==> config.mk <==
export PLATFORM = sky130hd
export DESIGN_NAME = decode_queue
export DESIGN_NICKNAME = d
export VERILOG_FILES = /design/src/rtl/decode_queue.sv
export SDC_FILE = /design/constraint.sdc
export NUM_CORES = 1
export LEC_CHECK = 0
export BUFFER_PORTS_ARGS = -buffer_cell sky130_fd_sc_hd__buf_4
export CORE_MARGIN = 2
export CORE_UTILIZATION = 50
export CTS_BUF_LIST = sky130_fd_sc_hd__clkbuf_4
export CTS_CLUSTER_SIZE = 28
export DETAILED_ROUTE_END_ITERATION = 10
export PLACE_DENSITY_LB_ADDON = 0.08
export SETUP_SLACK_MARGIN = 0.1
export SLEW_MARGIN = 20
export SYNTH_ARGS = -nofsm -noshare
export SYNTH_HDL_FRONTEND = slang
export SYNTH_SLANG_ARGS = --single-unit
==> constraint.sdc <==
create_clock -name clk -period 6.2 [get_ports clk]
set_input_delay 0 -clock clk [delete_from_list [all_inputs] [get_ports clk]]
set_output_delay 0 -clock clk [all_outputs]
set_load 0.05 [all_outputs]
==> src/rtl/decode_queue.sv <==
// Instruction decode queue: decodes 32-bit words on push and buffers DEPTH decoded
// entries so fetch and execute can stall independently.
module decode_queue #(
   parameter int DEPTH = 2,
   parameter int IMM_W = 16
) (
   input  logic             clk,
   input  logic             rst_n,
   input  logic             in_valid,
   output logic             in_ready,
   input  logic [31:0]      instr,
   input  logic             flush,
   output logic             out_valid,
   input  logic             out_ready,
   input  logic             mem_phase,
   output logic [9:0]       ikind,
   output logic [2:0]       iclass,
   output logic [2:0]       rg1,
   output logic [2:0]       rg2,
   output logic [7:0]       sim8,
   output logic [IMM_W-1:0] imm,
   output logic             r_we,
   output logic             m_we
);

   localparam int AW = (DEPTH > 1) ? $clog2(DEPTH) : 1;
   localparam int CW = AW + 1;

   localparam logic [2:0] CL_ALU = 3'd0;
   localparam logic [2:0] CL_LD  = 3'd1;
   localparam logic [2:0] CL_ST  = 3'd2;
   localparam logic [2:0] CL_B   = 3'd3;
   localparam logic [2:0] CL_JR  = 3'd4;
   localparam logic [2:0] CL_LIL = 3'd5;

   typedef struct packed {
      logic [9:0]       ikind;
      logic [2:0]       iclass;
      logic [2:0]       rg1;
      logic [2:0]       rg2;
      logic [7:0]       sim8;
      logic [IMM_W-1:0] imm;
      logic             r_we;
   } entry_t;

   entry_t          dec;
   entry_t          head;
   entry_t          mem [DEPTH];
   logic [AW-1:0]   wr_ptr;
   logic [AW-1:0]   rd_ptr;
   logic [CW-1:0]   count;
   logic            push;
   logic            pop;

   // Handshake: a word transfers on a cycle where valid and ready are both high;
   // flush overrides both directions and nothing moves in that cycle.
   assign out_valid = (count != '0);
   assign in_ready  = flush || (count < CW'(DEPTH)) || out_ready;
   assign push      = in_valid && in_ready && !flush;
   assign pop       = out_valid && out_ready && !flush;

   always_comb begin
      dec        = '0;
      dec.ikind  = instr[31:22];
      dec.iclass = CL_ALU;
      dec.rg1    = instr[21:19];
      dec.rg2    = instr[18:16];
      dec.sim8   = instr[15:8];
      dec.r_we   = 1'b1;
      casez (instr[31:22])
         10'b1000_101?_01: dec.iclass = CL_LD;
         10'b1000_100?_01: begin
            dec.iclass = CL_ST;
            dec.r_we   = 1'b0;
         end
         10'b1001_0000_11: begin
            dec.iclass = CL_B;
            dec.rg1    = 3'd0;
            dec.rg2    = 3'd0;
            dec.r_we   = 1'b0;
         end
         10'b1111_1111_11: begin
            dec.iclass = CL_JR;
            dec.rg1    = 3'd0;
            dec.sim8   = 8'd0;
            dec.r_we   = 1'b0;
         end
         10'b0110_0110_10: dec.iclass = CL_LIL;
         default:          dec.iclass = CL_ALU;
      endcase
      // LIL carries a byte-swapped 16-bit literal; everything else uses the displacement.
      if (dec.iclass == CL_LIL) begin
         dec.imm       = '0;
         dec.imm[15:0] = {instr[7:0], instr[15:8]};
      end else begin
         dec.imm = {{(IMM_W-8){dec.sim8[7]}}, dec.sim8};
      end
   end

   always_ff @(posedge clk) begin
      if (push) mem[wr_ptr] <= dec;
   end

   always_ff @(posedge clk or negedge rst_n) begin
      if (!rst_n) begin
         wr_ptr <= '0;
         rd_ptr <= '0;
         count  <= '0;
      end else if (flush) begin
         wr_ptr <= '0;
         rd_ptr <= '0;
         count  <= '0;
      end else begin
         if (push) wr_ptr <= wr_ptr + 1'b1;
         if (pop)  rd_ptr <= rd_ptr + 1'b1;
         case ({push, pop})
            2'b10:   count <= count + 1'b1;
            2'b01:   count <= count - 1'b1;
            default: count <= count;
         endcase
      end
   end

   assign head   = out_valid ? mem[rd_ptr] : '0;
   assign ikind  = head.ikind;
   assign iclass = head.iclass;
   assign rg1    = head.rg1;
   assign rg2    = head.rg2;
   assign sim8   = head.sim8;
   assign imm    = head.imm;
   assign r_we   = head.r_we;
   assign m_we   = out_valid && (head.iclass == CL_ST) && mem_phase && !flush;

endmodule

==> out/qor.txt <==
Largest net degree at the start of global routing = 47
Setup_tns = 0 ns
Wl on met1 = 3460 um
Number of flops mapped to enable cells by yosys = 88
Distinct cells, synth = 35
Fin area = 5250 sq um
Reg2Reg Capture Point = rd_ptr$_DFFE_PN0P_
Worst setup margin = 3.69 ns
Vias in the first global route = 2637
Initial antenna violation count = 0
Tot GR Track Use = 19.1%
Min-delay src = instr[24]
Min Tclk post-route = 2.51 ns
R2r setup slk = 4.03 ns
DIE AREA = 8660 sq um
H-tree levels = 3
Area grow syn2layout = 32.2%
R2r startpoint = count[1]$_DFFE_PN0P_
Post-CTS Resized = 0
Dpl ws = 3.97 ns
Hold buffers post-CTS = 39
Max Slew Vio Count = 0
Detail Route Antenna Nets = 0
Data arrival, critical path = 2.51 ns
Critical-path cell list = buf_4 > mux2i_1 > nand4b_1 > nor4_1 > buf_4
Layout cell share with drive strength beyond 1 = 29.0%
RSZ-0062 raised after global routing = false
Top Layer Used = met4
Initial core utilization = 51.3%
Cts bufs inserted = 9
Area contributors post-synth = edfxtp_1 (67%), mux2i_1 (11%), nor2_1 (5.0%)
Post-synthesis cell count = 283
Clock sinks = 92
Core area = 7730 sq um
DRC = 0
Pwr Total = 1.29 mW
DIE WIDTH = 93.1 um
MaxCap Viol Count = 0
WL met3 = 296 um
Worst-path maximum fanout = 34
Clock Skew = 0.0168 ns
CP required = 6.20 ns
Final Hold Fails = 0
Vias/cell = 5.15
Post-DP HPWL = 4510 um
Final nets = 443
Ys Warns = 0
Hold Path Class = input port to register
GRT Residual Overflow = 0
Port Buf Inserts = 84
Met2 wire length = 3830 um
Vias = 2639
Placement Rows = 32
Slew of the pin with the lowest slew margin = 0.795 ns
# fillers = 598
WHS Endpoint = mem[1][36]$_DFFE_PP_
Fmax = 399 MHz
Root buffer cell = clkbuf_4
Cell mode on critical path = buf_4
Crit path kind = register to output pin
Clock slew at reported path FFs = 0.14 ns
CP bufs+invs = 2
Later-pin clock latency in the skew report = 0.43 ns
Relative slew margins = 46.8%
Final setup viols = 0
Synthesized netlist net count = 321
Maximum vdd ir drop = 136 uV
Reg2Reg Depth = 6
Die H = 93.1 um
CP top delay family = buffers and inverters
Setup crit end kind = output pin
Drt pass-1 iters = 5
Diodes inserted = 0
Crit start category = register
Top-area cell type share of the netlist area = 66.6%
Hold-critical path depth = 2
Pleak = 1.94 nW
Main synth FF type = edfxtp_1
Leading area contributor after synthesis = edfxtp_1
Tcrit/Tclk final = 40.5%
Clk buf depth = 2
Detailed Route Iter0 Violations = 121
P per Cell Area = 246 nW/um^2
Routability Congestion = 0.730
Final wirelength = 7760 um
Yosys reg bits = 92
CP max stage cell = dfrtp_2
Crit-path max cell delay = 0.60 ns
Postcts setup bufs = 0
I/O pin count = 85
Share of flip-flops with an asynchronous set or reset = 4.35%
Dpl cell area = 4700 sq um
Hold slack = 0.322 ns
Wire per inst = 15.1 um
Avg Inst Size Synth = 14.0 sq um
TritonCTS clock tree = built
Status = completed
Post-Synthesis Cell Area = 3970 sq um
First-pass GRT wire length = 12600 um
Sequential-to-total area share from yosys stat = 69.1%
-- power by group --
part           leakage [nW]  switching (mW)  internal, mW  total [mW]
Sequential            0.849          0.0105         0.709       0.719
Combinational          1.03           0.179         0.106       0.285
Clock                0.0627           0.204        0.0846       0.289
Total                  1.94           0.394         0.899        1.29
-- layout make-up --
class	instances	area [sq um]	share of cell area, %
Timing Repair Buffer	126	1060	20.3
Inverter	1	3.75	0.0715
Clock inverter	7	51.3	0.978
Tap cell	102	128	2.43
Multi-Input combinational cell	175	1190	22.7
Clock buffer	9	67.6	1.29
Sequential cell	92	2740	52.3
-- worst max path at each step --
stage / slack [ns] / from / cells past startpoint / end
final: 3.69 / rd_ptr$_DFFE_PN0P_ / 5 / m_we
after global routing: 3.51 / rd_ptr$_DFFE_PN0P_ / 5 / m_we
after CTS: 3.61 / count[1]$_DFFE_PN0P_ / 4 / m_we
after detailed placement: 3.97 / instr[27] / 5 / mem[0][9]$_DFFE_PP_
after global placement: 4.02 / instr[27] / 5 / mem[0][11]$_DFFE_PP_
after floorplan: 0.75 / count[1]$_DFFE_PN0P_ / 3 / mem[0][0]$_DFFE_PP_
-- worst register-to-register path, cell delays in order, from the launching register on --
cell and delay (ns):
dfrtp_1 0.50, nor2_4 0.52, inv_1 0.16, nand2_1 0.12
xor2_1 0.16, nor2_1 0.06, dlygate4sd3_1 0.56
-- routing by layer --
layer,GRT usage (%),vias up
li1,-,1283
met1,24.6,1272
met2,32.2,70
met3,2.82,14
met4,8.82,0
met5,0,-
-- cell families (layout without fill, tap and decap cells) --
family,count (synthesis),count (layout),share of synthesized area [%]
and+or+nand+nor,114,114,15.3
DFF,92,92,69.1
buffers and inverters,16,143,1.70
xor gates and xnor gates,2,2,0.442
AOI/OAI and AO/OA,14,14,2.11
muxes,45,45,11.4
-- stage by stage --
stage	std cells	utilization, %
after CTS	511	67.4
after global routing	512	67.9
final	512	67.9
after detailed placement	456	60.8
after global placement	456	60.8
after floorplan	283	-
-- sequential cells by signal, summed over array words and instances (netlist names) --
register  flops
rd_ptr        1
wr_ptr        1
count         2
mem          88
-- Yosys cell counts (2+ instances only) --
cell type and instances:
edfxtp_1 88, nor2_1 53, mux2i_1 45, nand2_1 15, nor2b_1 15, a31oi_1 9
clkbuf_1 9, buf_2 6, dfrtp_1 4, nand2b_1 4, and2_1 3, and2_2 3
a21oi_1 2, and2b_1 2, nand4_1 2, o21ai_0 2, or3b_2 2, xor2_1 2
-- placed cells by master, fill, tap and decap left out, drive strengths merged, types with 2 or more instances in the layout --
cell	instances
inv	3
or3b	2
and2b	2
mux2i	45
nand2b	4
and2	7
clkbuf	9
nor2	53
a21oi	2
buf	87
nor3	2
dfrtp	4
clkinv	3
a31oi	9
or4	2
clkinvlp	2
nand2	15
edfxtp	88
xor2	2
dlygate4sd3	39
nor2b	16
nand4	2
o21ai	2
No activity file was read; power rests on OpenSTA's default activity.
